<file path="config.mk">
export PLATFORM = sky130hd
export DESIGN_NAME = eth_rx_ring
export DESIGN_NICKNAME = d
export VERILOG_FILES = /design/src/rtl/eth_ring_pkg.sv /design/src/rtl/eth_mac_filter.sv /design/src/rtl/eth_rx_ring.sv
export SDC_FILE = /design/constraint.sdc
export NUM_CORES = 1
export LEC_CHECK = 0
export BUFFER_PORTS_ARGS = -buffer_cell sky130_fd_sc_hd__buf_2
export CORE_AREA = 5 5 236 238
export CTS_CLUSTER_DIAMETER = 100
export DETAILED_ROUTE_END_ITERATION = 16
export DIE_AREA = 0 0 241 243
export PLACE_DENSITY = 0.56
export SYNTH_ARGS = -nofsm -noshare
export SYNTH_HDL_FRONTEND = slang
export SYNTH_HIERARCHICAL = 1
export SYNTH_SLANG_ARGS = --single-unit
export TNS_END_PERCENT = 5
</file>
<file path="constraint.sdc">
create_clock -name msoc_clk -period 6.1 [get_ports msoc_clk]
set_input_delay 1.22 -clock msoc_clk [delete_from_list [all_inputs] [get_ports msoc_clk]]
set_output_delay 1.22 -clock msoc_clk [all_outputs]
set_load 0.005 [all_outputs]
</file>
<file path="src/rtl/eth_ring_pkg.sv">
// Shared types and constants for the Ethernet receive ring.
// Register map, FSM encoding, filter OUI and length-entry layout.
package eth_ring_pkg;

  typedef enum logic [1:0] {
    S_IDLE = 2'd0,
    S_HDR  = 2'd1,
    S_BODY = 2'd2,
    S_DROP = 2'd3
  } rx_state_e;

  localparam logic [4:0] REG_MAC_LO = 5'd0;
  localparam logic [4:0] REG_MAC_HI = 5'd1;
  localparam logic [4:0] REG_STATUS = 5'd2;
  localparam logic [4:0] REG_TAIL   = 5'd3;
  localparam logic [4:0] REG_DROPS  = 5'd4;
  localparam logic [4:0] REG_RUNT   = 5'd5;

  localparam int TRUNC_BIT = 15;
  localparam logic [23:0] MCAST_OUI = 24'h01005E;
  localparam logic [15:0] HDR_LAST = 16'd5;

  function automatic logic [15:0] sat_inc(input logic [15:0] v);
    return (v == 16'hFFFF) ? v : v + 16'd1;
  endfunction

endpackage

</file>
<file path="src/rtl/eth_mac_filter.sv">
// Destination MAC acceptance: multicast OUI, broadcast,
// station address match, or promiscuous mode.
module eth_mac_filter
  import eth_ring_pkg::*;
(
  input  logic [47:0] dmac_i,
  input  logic [47:0] mac_addr_i,
  input  logic        promisc_i,
  output logic        accept_o
);

  assign accept_o = promisc_i
                  | (dmac_i[47:24] == MCAST_OUI)
                  | (&dmac_i)
                  | (dmac_i == mac_addr_i);

endmodule

</file>
<file path="src/rtl/eth_rx_ring.sv">
// Receive ring manager: filters GMII frames into an NBUF-slot
// buffer RAM and exposes pointers, counters and IRQ to the CPU.
module eth_rx_ring
  import eth_ring_pkg::*;
#(
  parameter int unsigned NBUF      = 8,
  parameter int unsigned BUF_BYTES = 2048,
  parameter logic [47:0] MAC_RESET = 48'h230100890702,
  localparam int unsigned BW = $clog2(NBUF),
  localparam int unsigned AW = $clog2(BUF_BYTES),
  localparam int unsigned PW = BW + 1
) (
  input  logic             msoc_clk,
  input  logic             rstn,
  input  logic [7:0]       rx_tdata,
  input  logic             rx_tvalid,
  input  logic             rx_tlast,
  input  logic             rx_tuser,
  output logic             buf_we,
  output logic [BW+AW-1:0] buf_addr,
  output logic [7:0]       buf_wdata,
  input  logic             reg_sel,
  input  logic             reg_we,
  input  logic [4:0]       reg_addr,
  input  logic [31:0]      reg_wdata,
  output logic [31:0]      reg_rdata,
  output logic             eth_irq
);

  localparam logic [15:0] MAXB = 16'(BUF_BYTES);

  rx_state_e state_q, state_d;
  logic [PW-1:0] head_q, head_d;
  logic [PW-1:0] tail_q, tail_d;
  logic [15:0] bcnt_q, bcnt_d;
  logic trunc_q, trunc_d;
  logic [47:0] dmac_q, dmac_d;
  logic [47:0] mac_q, mac_d;
  logic irq_en_q, irq_en_d;
  logic promisc_q, promisc_d;
  logic ptr_err_q, ptr_err_d;
  logic [15:0] ovf_q, ovf_d;
  logic [15:0] bad_q, bad_d;
  logic [15:0] runt_q, runt_d;
  logic [15:0] len_q [NBUF];
  logic we_q, we_d;
  logic [BW+AW-1:0] addr_q, addr_d;
  logic [7:0] wdata_q, wdata_d;
  logic [31:0] rdata_q, rdata_d;
  logic irq_q, irq_d;

  logic [PW-1:0] count, count_d, tail_step;
  logic full, accept, commit;
  logic [15:0] len_ent;
  logic [BW-1:0] slot;
  logic unused_bits;

  assign count = head_q - tail_q;
  assign full = (count == PW'(NBUF));
  assign slot = head_q[BW-1:0];
  assign tail_step = reg_wdata[PW-1:0] - tail_q;
  assign unused_bits = ^{reg_wdata, bcnt_d[15]};

  eth_mac_filter u_filter (
    .dmac_i     (dmac_d),
    .mac_addr_i (mac_q),
    .promisc_i  (promisc_q),
    .accept_o   (accept)
  );

  always_comb begin
    state_d = state_q;
    head_d = head_q;
    tail_d = tail_q;
    bcnt_d = bcnt_q;
    trunc_d = trunc_q;
    dmac_d = dmac_q;
    mac_d = mac_q;
    irq_en_d = irq_en_q;
    promisc_d = promisc_q;
    ptr_err_d = ptr_err_q;
    ovf_d = ovf_q;
    bad_d = bad_q;
    runt_d = runt_q;
    we_d = 1'b0;
    addr_d = addr_q;
    wdata_d = wdata_q;
    commit = 1'b0;
    len_ent = '0;

    if (rx_tvalid) begin
      unique case (state_q)
        S_IDLE: begin
          trunc_d = 1'b0;
          dmac_d = {40'h0, rx_tdata};
          if (full) begin
            ovf_d = sat_inc(ovf_q);
            state_d = rx_tlast ? S_IDLE : S_DROP;
          end else begin
            we_d = 1'b1;
            addr_d = {slot, {AW{1'b0}}};
            wdata_d = rx_tdata;
            bcnt_d = 16'd1;
            if (rx_tlast) runt_d = sat_inc(runt_q);
            else state_d = S_HDR;
          end
        end
        S_HDR: begin
          we_d = 1'b1;
          addr_d = {slot, bcnt_q[AW-1:0]};
          wdata_d = rx_tdata;
          bcnt_d = bcnt_q + 16'd1;
          dmac_d = {dmac_q[39:0], rx_tdata};
          if (rx_tlast) begin
            runt_d = sat_inc(runt_q);
            state_d = S_IDLE;
          end else if (bcnt_q == HDR_LAST) begin
            state_d = accept ? S_BODY : S_DROP;
          end
        end
        S_BODY: begin
          if (bcnt_q < MAXB) begin
            we_d = 1'b1;
            addr_d = {slot, bcnt_q[AW-1:0]};
            wdata_d = rx_tdata;
            bcnt_d = bcnt_q + 16'd1;
          end else begin
            trunc_d = 1'b1;
          end
          if (rx_tlast) begin
            state_d = S_IDLE;
            if (rx_tuser) begin
              bad_d = sat_inc(bad_q);
            end else begin
              commit = 1'b1;
              head_d = head_q + 1'b1;
            end
          end
        end
        S_DROP: if (rx_tlast) state_d = S_IDLE;
        default: state_d = S_IDLE;
      endcase
    end

    len_ent[TRUNC_BIT] = trunc_d;
    len_ent[TRUNC_BIT-1:0] = bcnt_d[14:0];

    // Tail legality uses the pre-commit count even if head moves now
    if (reg_sel && reg_we) begin
      case (reg_addr)
        REG_MAC_LO: mac_d[31:0] = reg_wdata;
        REG_MAC_HI: begin
          irq_en_d = reg_wdata[31];
          promisc_d = reg_wdata[30];
          mac_d[47:32] = reg_wdata[15:0];
        end
        REG_TAIL: begin
          if (tail_step <= count) tail_d = reg_wdata[PW-1:0];
          else ptr_err_d = 1'b1;
        end
        REG_RUNT: if (reg_wdata[31]) ptr_err_d = 1'b0;
        default: ;
      endcase
    end

    count_d = head_d - tail_d;
    irq_d = irq_en_d & (count_d != '0);

    rdata_d = rdata_q;
    if (reg_sel && !reg_we) begin
      rdata_d = '0;
      unique case (1'b1)
        reg_addr == REG_MAC_LO: rdata_d = mac_q[31:0];
        reg_addr == REG_MAC_HI:
          rdata_d = {irq_en_q, promisc_q, 14'h0, mac_q[47:32]};
        reg_addr == REG_STATUS: begin
          rdata_d[31] = irq_q;
          rdata_d[30] = full;
          rdata_d[16 +: PW] = count;
          rdata_d[8 +: PW] = head_q;
          rdata_d[0 +: PW] = tail_q;
        end
        reg_addr == REG_TAIL: rdata_d[0 +: PW] = tail_q;
        reg_addr == REG_DROPS: rdata_d = {bad_q, ovf_q};
        reg_addr == REG_RUNT: rdata_d = {ptr_err_q, 15'h0, runt_q};
        reg_addr[4] && ({1'b0, reg_addr[3:0]} < 5'(NBUF)):
          rdata_d = {16'h0, len_q[reg_addr[BW-1:0]]};
        default: rdata_d = '0;
      endcase
    end
  end

  always_ff @(posedge msoc_clk or negedge rstn) begin
    if (!rstn) begin
      state_q <= S_IDLE;
      head_q <= '0;
      tail_q <= '0;
      bcnt_q <= '0;
      trunc_q <= 1'b0;
      dmac_q <= '0;
      mac_q <= MAC_RESET;
      irq_en_q <= 1'b0;
      promisc_q <= 1'b0;
      ptr_err_q <= 1'b0;
      ovf_q <= '0;
      bad_q <= '0;
      runt_q <= '0;
      we_q <= 1'b0;
      addr_q <= '0;
      wdata_q <= '0;
      rdata_q <= '0;
      irq_q <= 1'b0;
      for (int i = 0; i < NBUF; i++) len_q[i] <= '0;
    end else begin
      state_q <= state_d;
      head_q <= head_d;
      tail_q <= tail_d;
      bcnt_q <= bcnt_d;
      trunc_q <= trunc_d;
      dmac_q <= dmac_d;
      mac_q <= mac_d;
      irq_en_q <= irq_en_d;
      promisc_q <= promisc_d;
      ptr_err_q <= ptr_err_d;
      ovf_q <= ovf_d;
      bad_q <= bad_d;
      runt_q <= runt_d;
      we_q <= we_d;
      addr_q <= addr_d;
      wdata_q <= wdata_d;
      rdata_q <= rdata_d;
      irq_q <= irq_d;
      if (commit) len_q[slot] <= len_ent;
    end
  end

  assign buf_we = we_q;
  assign buf_addr = addr_q;
  assign buf_wdata = wdata_q;
  assign reg_rdata = rdata_q;
  assign eth_irq = irq_q;

endmodule

</file>
==> results of run 1 <==
==> worst register-to-register path: stages, from the launching register on <==
cell,delay (ns)
dfrtp_1,0.58
inv_1,0.21
fa_1,0.49
xor2_1,0.41
ha_1,0.33
o21ai_0,0.16
a21oi_1,0.06
o21ai_0,0.31
nand4_1,0.33
o21ai_0,0.40
ha_1,0.23
inv_1,0.05
a21o_1,0.16
a21oi_1,0.18
xor2_1,0.19
xnor2_1,0.14
a21boi_1,0.09
==> through the flow <==
stage	setup WS, ns	hold WS (ns)	instance area [µm²]
after floorplan	1.81	0.445	16800
after global placement	1.15	0.447	18200
after detailed placement	1.14	0.455	18200
after CTS	1.70	0.470	19500
after global routing	1.37	0.497	19500
final	1.65	0.464	19500
==> where the power goes <==
part           switching, W  total, W  internal (W)
clock network      0.000983   0.00255       0.00157
registers          0.000350   0.00308       0.00273
logic               0.00124   0.00199      0.000755
total               0.00257   0.00762       0.00505
==> per-layer routing <==
layer | routed length, µm | track usage (%)
met3 | 4160 | 4.99
met1 | 21600 | 23.1
met4 | 1270 | 4.36
met5 | 20 | 0
met2 | 23900 | 27.3
==> layout make-up <==
class	instances	area, µm²	area share [%]
inverter	34	128	0.653
clock buffer	57	1150	5.90
clock inverter	13	234	1.20
timing repair buffer	131	751	3.84
antenna	1	2.50	0.0128
tap	696	871	4.46
multi-input combinational	1051	7430	38.0
sequential	358	8970	45.9
==> logic make-up (layout without fill, tap and decap cells) <==
family	count (synthesis)	after routing
other	0	1
adders and majority gates	26	26
muxes	126	126
buffers and inverters	112	235
AOI/OAI and AO/OA	335	335
DFF	358	358
xor gates and xnor gates	104	104
and+or+nand+nor	460	460
==> cells in the final DEF (no fill, tap or decap), types with 10 or more instances in the layout <==
cell,instances
xor2_1,67
clkbuf_16,38
a222oi_1,10
xnor2_1,36
mux2i_1,19
and3_1,11
nor2_1,88
nand2_1,191
nand4_1,31
inv_1,33
a21oi_1,65
o21ai_0,93
nand2b_1,11
ha_1,24
nand3_1,44
mux2_2,74
a22oi_1,37
dfstp_2,11
dfrtp_1,347
nor4_1,20
a22o_1,44
buf_4,22
o21a_1,12
clkbuf_8,13
nor3_1,22
mux4_2,32
buf_2,106
==> sequential cells by signal, summed over array words and instances (netlist names) <==
name,cells
head_q,4
buf_wdata,8
promisc_q,1
buf_we,1
reg_rdata,32
eth_irq,1
bad_q,16
tail_q,4
buf_addr,14
state_q,2
bcnt_q,16
dmac_q,48
ptr_err_q,1
len_q,128
ovf_q,16
irq_en_q,1
mac_q,48
trunc_q,1
runt_q,16
==> worst paths after layout <==
path,end,slack [ns],cells past startpoint
setup / recovery,eth_irq$_DFF_PN0_,1.65,19
hold / removal,buf_addr[8]$_DFFE_PN0P_,0.46,2
setup reg to reg,eth_irq$_DFF_PN0_,1.69,16
hold reg to reg,buf_addr[8]$_DFFE_PN0P_,0.46,2
max in group asynchronous,len_q[110]$_DFFE_PN0P_,4.00,2
min in group asynchronous,dmac_q[36]$_DFF_PN0_,0.81,1
==> results.cfg, run 1 <==
[timing]
fin_skew_ns = 0.0170
rsz0062_at_grt = no
fmax_mhz = 225
fin_crit_ns = 4.45
finalHoldViolations = 0
drv_slew = 0
period_share_pct = 73.0
setup_violations = 0
worst_pin_slew_ns = 1.08
finalSetupTns_ns = 0
slew_headroom_pct = 27.7

[yosys]
ys_async_sr_fraction_pct = 100
synth_compound_area_share_pct = 13.2
syn-num-nets = 1599
synthSimpleGateAreaFrac_pct = 12.9
ys_seq_elements = 358
synth_top_family_by_area = compound AO/OA/AOI/OAI gates
synth_xor_area_share_pct = 5.47
yosysTopAreaCell = dfrtp_1
synth-edff-count = 0
yosysMostFrequentCell = dfrtp_1
ys.flop_type = dfrtp_1
synthTopCellsByArea = dfrtp_1, mux2_2, mux4_2, nand2_1, xor2_1
yosys_warnings = 6
ys_seq_area_share_pct = 53.4
synthMuxAreaShare_pct = 10.4
synth_cell_type_count = 69
synth.avg_cell_area_um2 = 11.0
synthTopCellsByCount = dfrtp_1, nand2_1, o21ai_0
yosysTopAreaCellShare_pct = 51.7
netlist_area_mm2 = 0.0168
synth_cells = 1521
synth_fa_ha_area_share_pct = 2.03

[finish]
nets = 1692
nFillCells = 5259
area_delta_synth_final_pct = 16.3
fin_cells = 2341
drive_gt1_share_pct = 20.1
final_core_util_pct = 36.6

[grt]
grt_max_degree = 142
grt_overflow = 0
antenna_found_initial = 3
grt_pass1_vias = 12501
grt_pass1_wl_mm = 78.0
grt.total_usage_pct = 17.1

[die]
die_w_um = 241
start_util_pct = 31.5
core-area_mm2 = 0.0534
io-pin-count = 108
dieArea_mm2 = 0.0586
row_count = 85
die_y_um = 243

[routing]
postRouteAntennaNets = 0
viasPerCell = 5.35
wire_per_inst_um = 21.8
drt_wl_total_mm = 51.0
drc_errors = 0
first_iter_violations = 1317
num_vias = 12519
first_pass_iters = 5

[pwr]
p_leak_nw = 9.06
powerDensity_mw_per_mm2 = 390
ir_drop_mv = 0.175
total_power_w = 0.00762

[clock_network]
ctsHoldBuffers = 0
ctsResizeCount = 0
clock_latency_ns = 0.54
cts_root_buffer = clkbuf_16
numCtsBuffers = 38
cts_max_level = 2
cts_sinks = 358
cts_setup_buffers = 0
clkTransAtPathRegs_ns = 0.06
cts_tree = yes
cts.path.max_buffers = 3

[flow_run]
cap_violations = 0

[min_path]
worstHoldStart = buf_addr[8]$_DFFE_PN0P_
hold_class = reg -> reg

[setup_path]
crit_chain = buf_2 > inv_1 > ha_1 > inv_1 > fa_1 > xor2_1 > ha_1 > o21ai_0 > a21oi_1 > o21ai_0 > nand4_1 > o21ai_0 > ha_1 > inv_1 > a21o_1 > a21oi_1 > xor2_1 > xnor2_1 > a21boi_1
slowest_delay_ns = 0.40
r2r_start = head_q[1]$_DFF_PN0_
critPathKind = in -> reg
cp_top_family = compound AO/OA/AOI/OAI gates
crit_slowest_cell = o21ai_0
start_kind = primary input
critPathLaunch = reg_wdata[0]
end_kind = register
crit_required_ns = 6.53
crit_fanout = 5
path_buf_inv = 4
cp.arrival_ns = 4.88

[place]
dp_hpwl_mm = 36.5
gp_congestion = 0.952
dp_cells = 2270
port_buffers = 107

[run_status]
status = completed
No activity file was read; power rests on OpenSTA's default activity.
==> run 2: changes to the inputs <==
Clock period 6.1 ns to 4.3 ns, I/O delays scaled along.
==> run 2 against run 1 <==
  * Register-to-register slack lost 1.5 ns
  * Utilization grew 0.29 points
  * Critical path depth unchanged
  * Highest routed layer unchanged
  * Count of clock-buffer cells in the layout is the same
==> results.cfg, run 2 (synthesized netlist as in run 1, its figures left out) <==
[run_status]
status = completed

[pwr]
total_power_w = 0.0109
p_leak_nw = 9.14
ir_drop_mv = 0.352
powerDensity_mw_per_mm2 = 554

[die]
core-area_mm2 = 0.0534
row_count = 85
die_y_um = 243
die_w_um = 241
start_util_pct = 31.5
dieArea_mm2 = 0.0586
io-pin-count = 108

[setup_path]
slowest_delay_ns = 0.47
critPathLaunch = tail_q[1]$_DFF_PN0_
r2r_start = tail_q[1]$_DFF_PN0_
path_buf_inv = 2
cp.arrival_ns = 4.54
critPathKind = reg -> reg
crit_slowest_cell = dfrtp_1
crit_required_ns = 4.72
crit_fanout = 4
end_kind = register
cp_top_family = compound AO/OA/AOI/OAI gates
start_kind = register
crit_chain = inv_1 > ha_1 > nor2b_1 > o21a_1 > or3_4 > nand2_1 > ha_1 > o21ai_0 > a21oi_1 > o21ai_0 > nand4_1 > o21ai_0 > ha_1 > inv_1 > a21o_1 > a21oi_1 > xor2_1 > xnor2_1 > a21boi_1

[grt]
antenna_found_initial = 4
grt_pass1_vias = 12494
grt_max_degree = 111
grt.total_usage_pct = 17.4
grt_overflow = 0
grt_pass1_wl_mm = 79.2

[timing]
finalSetupTns_ns = 0
drv_slew = 0
whs_ns = 0.394
fin_skew_ns = 0.0234
fin_crit_ns = 4.12
worst_pin_slew_ns = 1.10
setup_violations = 0
period_share_pct = 95.8
rsz0062_at_grt = no
slew_headroom_pct = 26.7
finalHoldViolations = 0
fmax_mhz = 243

[finish]
final_common_cell = dfrtp_1
finalInstanceArea_mm2 = 0.0197
multi_input_area_mm2 = 0.00744
nets = 1714
drive_gt1_share_pct = 20.8
area_delta_synth_final_pct = 17.2
largest_register = len_q
mostFrequentLayoutCells = dfrtp_1, nand2_1, buf_2, o21ai_0, nor2_1
fin_cells = 2360
largest_register_ffs = 128
nFillCells = 5314
reg.largest.list = len_q: 128 flops, dmac_q: 48 flops, mac_q: 48 flops
seq_area_mm2 = 0.00897

[routing]
viasPerCell = 5.30
first_pass_iters = 8
first_iter_violations = 1206
num_vias = 12511
drc_errors = 0
wire_per_inst_um = 21.9
drt_wl_total_mm = 51.7
postRouteAntennaNets = 0

[place]
dp_hpwl_mm = 38.0
port_buffers = 107
gp_congestion = 0.928
dp_cells = 2290
place_area_mm2 = 0.0183

[clock_network]
cts_root_buffer = clkbuf_16
clkTransAtPathRegs_ns = 0.06
cts_tree = yes
cts_sinks = 358
ctsHoldBuffers = 0
clock_latency_ns = 0.55
cts_max_level = 2
cts.path.max_buffers = 3
numCtsBuffers = 40

[flow_run]
cap_violations = 0

[min_path]
hold_class = in -> async
-- run 2: cell count changes in the layout (fill, tap and decap cells not counted), moves of 3 or more --
cell       previous run  this run
buf_12                2         5
buf_4                22        39
clkbuf_1              6        10
clkbuf_16            38        41
clkbuf_8             13         6
-- run 2: metal layers --
metal	vias up	share of wire [%]	wire, µm	GRT usage (%)
met2	402	47	24100	27.4
met5	-	0.048	25	0
met3	77	6.8	3510	3.60
li1	5720	-	-	-
met1	6308	44	22900	24.6
met4	4	2.2	1150	4.23
-- run 2: path summary, 6_finish.rpt --
kind / endpoint / slack (ns) / cells after the start
max in group asynchronous: len_q[46]$_DFFE_PN0P_ / 2.94 / 2
max reg2reg: eth_irq$_DFF_PN0_ / 0.18 / 19
min reg2reg: buf_addr[9]$_DFFE_PN0P_ / 0.46 / 2
max: eth_irq$_DFF_PN0_ / 0.18 / 19
min in group msoc_clk: buf_addr[9]$_DFFE_PN0P_ / 0.46 / 2
min: dmac_q[34]$_DFF_PN0_ / 0.39 / 1
-- run 2: worst reg2reg max path, stage by stage (launching register included) --
cell and delay, ns:
dfrtp_1 0.47, inv_1 0.14, ha_1 0.29, nor2b_1 0.13, o21a_1 0.18, or3_4 0.40, nand2_1 0.14, ha_1 0.25
o21ai_0 0.08, a21oi_1 0.05, o21ai_0 0.28, nand4_1 0.21, o21ai_0 0.35, ha_1 0.24, inv_1 0.04, a21o_1 0.17
a21oi_1 0.17, xor2_1 0.18, xnor2_1 0.13, a21boi_1 0.08
-- run 2: area by class of cell --
type	instances	area share, %
sequential	358	45.6
multi-input combinational	1051	37.8
clock buffer	57	5.82
timing repair buffer	151	4.76
tap	696	4.42
clock inverter	12	1.01
inverter	34	0.648
antenna	1	0.0127
-- run 2: where the power goes --
group | total [W] | internal, W | switching, W | leakage, nW
Sequential | 0.00434 | 0.00387 | 0.000468 | 4.80
Clock | 0.00356 | 0.00215 | 0.00141 | 0.656
Combinational | 0.00301 | 0.00116 | 0.00184 | 3.69
-- run 2: metrics by stage --
| step | setup slack [ns] | utilization, % |
|---|---|---|
| CTS | 0.155 | 36.9 |
| finish | 0.181 | 36.9 |
| global placement | -0.0874 | 34.4 |
| floorplan | 0.368 | - |
| global route | 0.00272 | 36.9 |
| detailed placement | -0.0882 | 34.4 |
-- run 2: timing repair --
action                                  4_1_cts  5_1_grt
endpoints found under the setup margin        0        1
setup buffers                                 0        0
gates resized for setup                       0        1
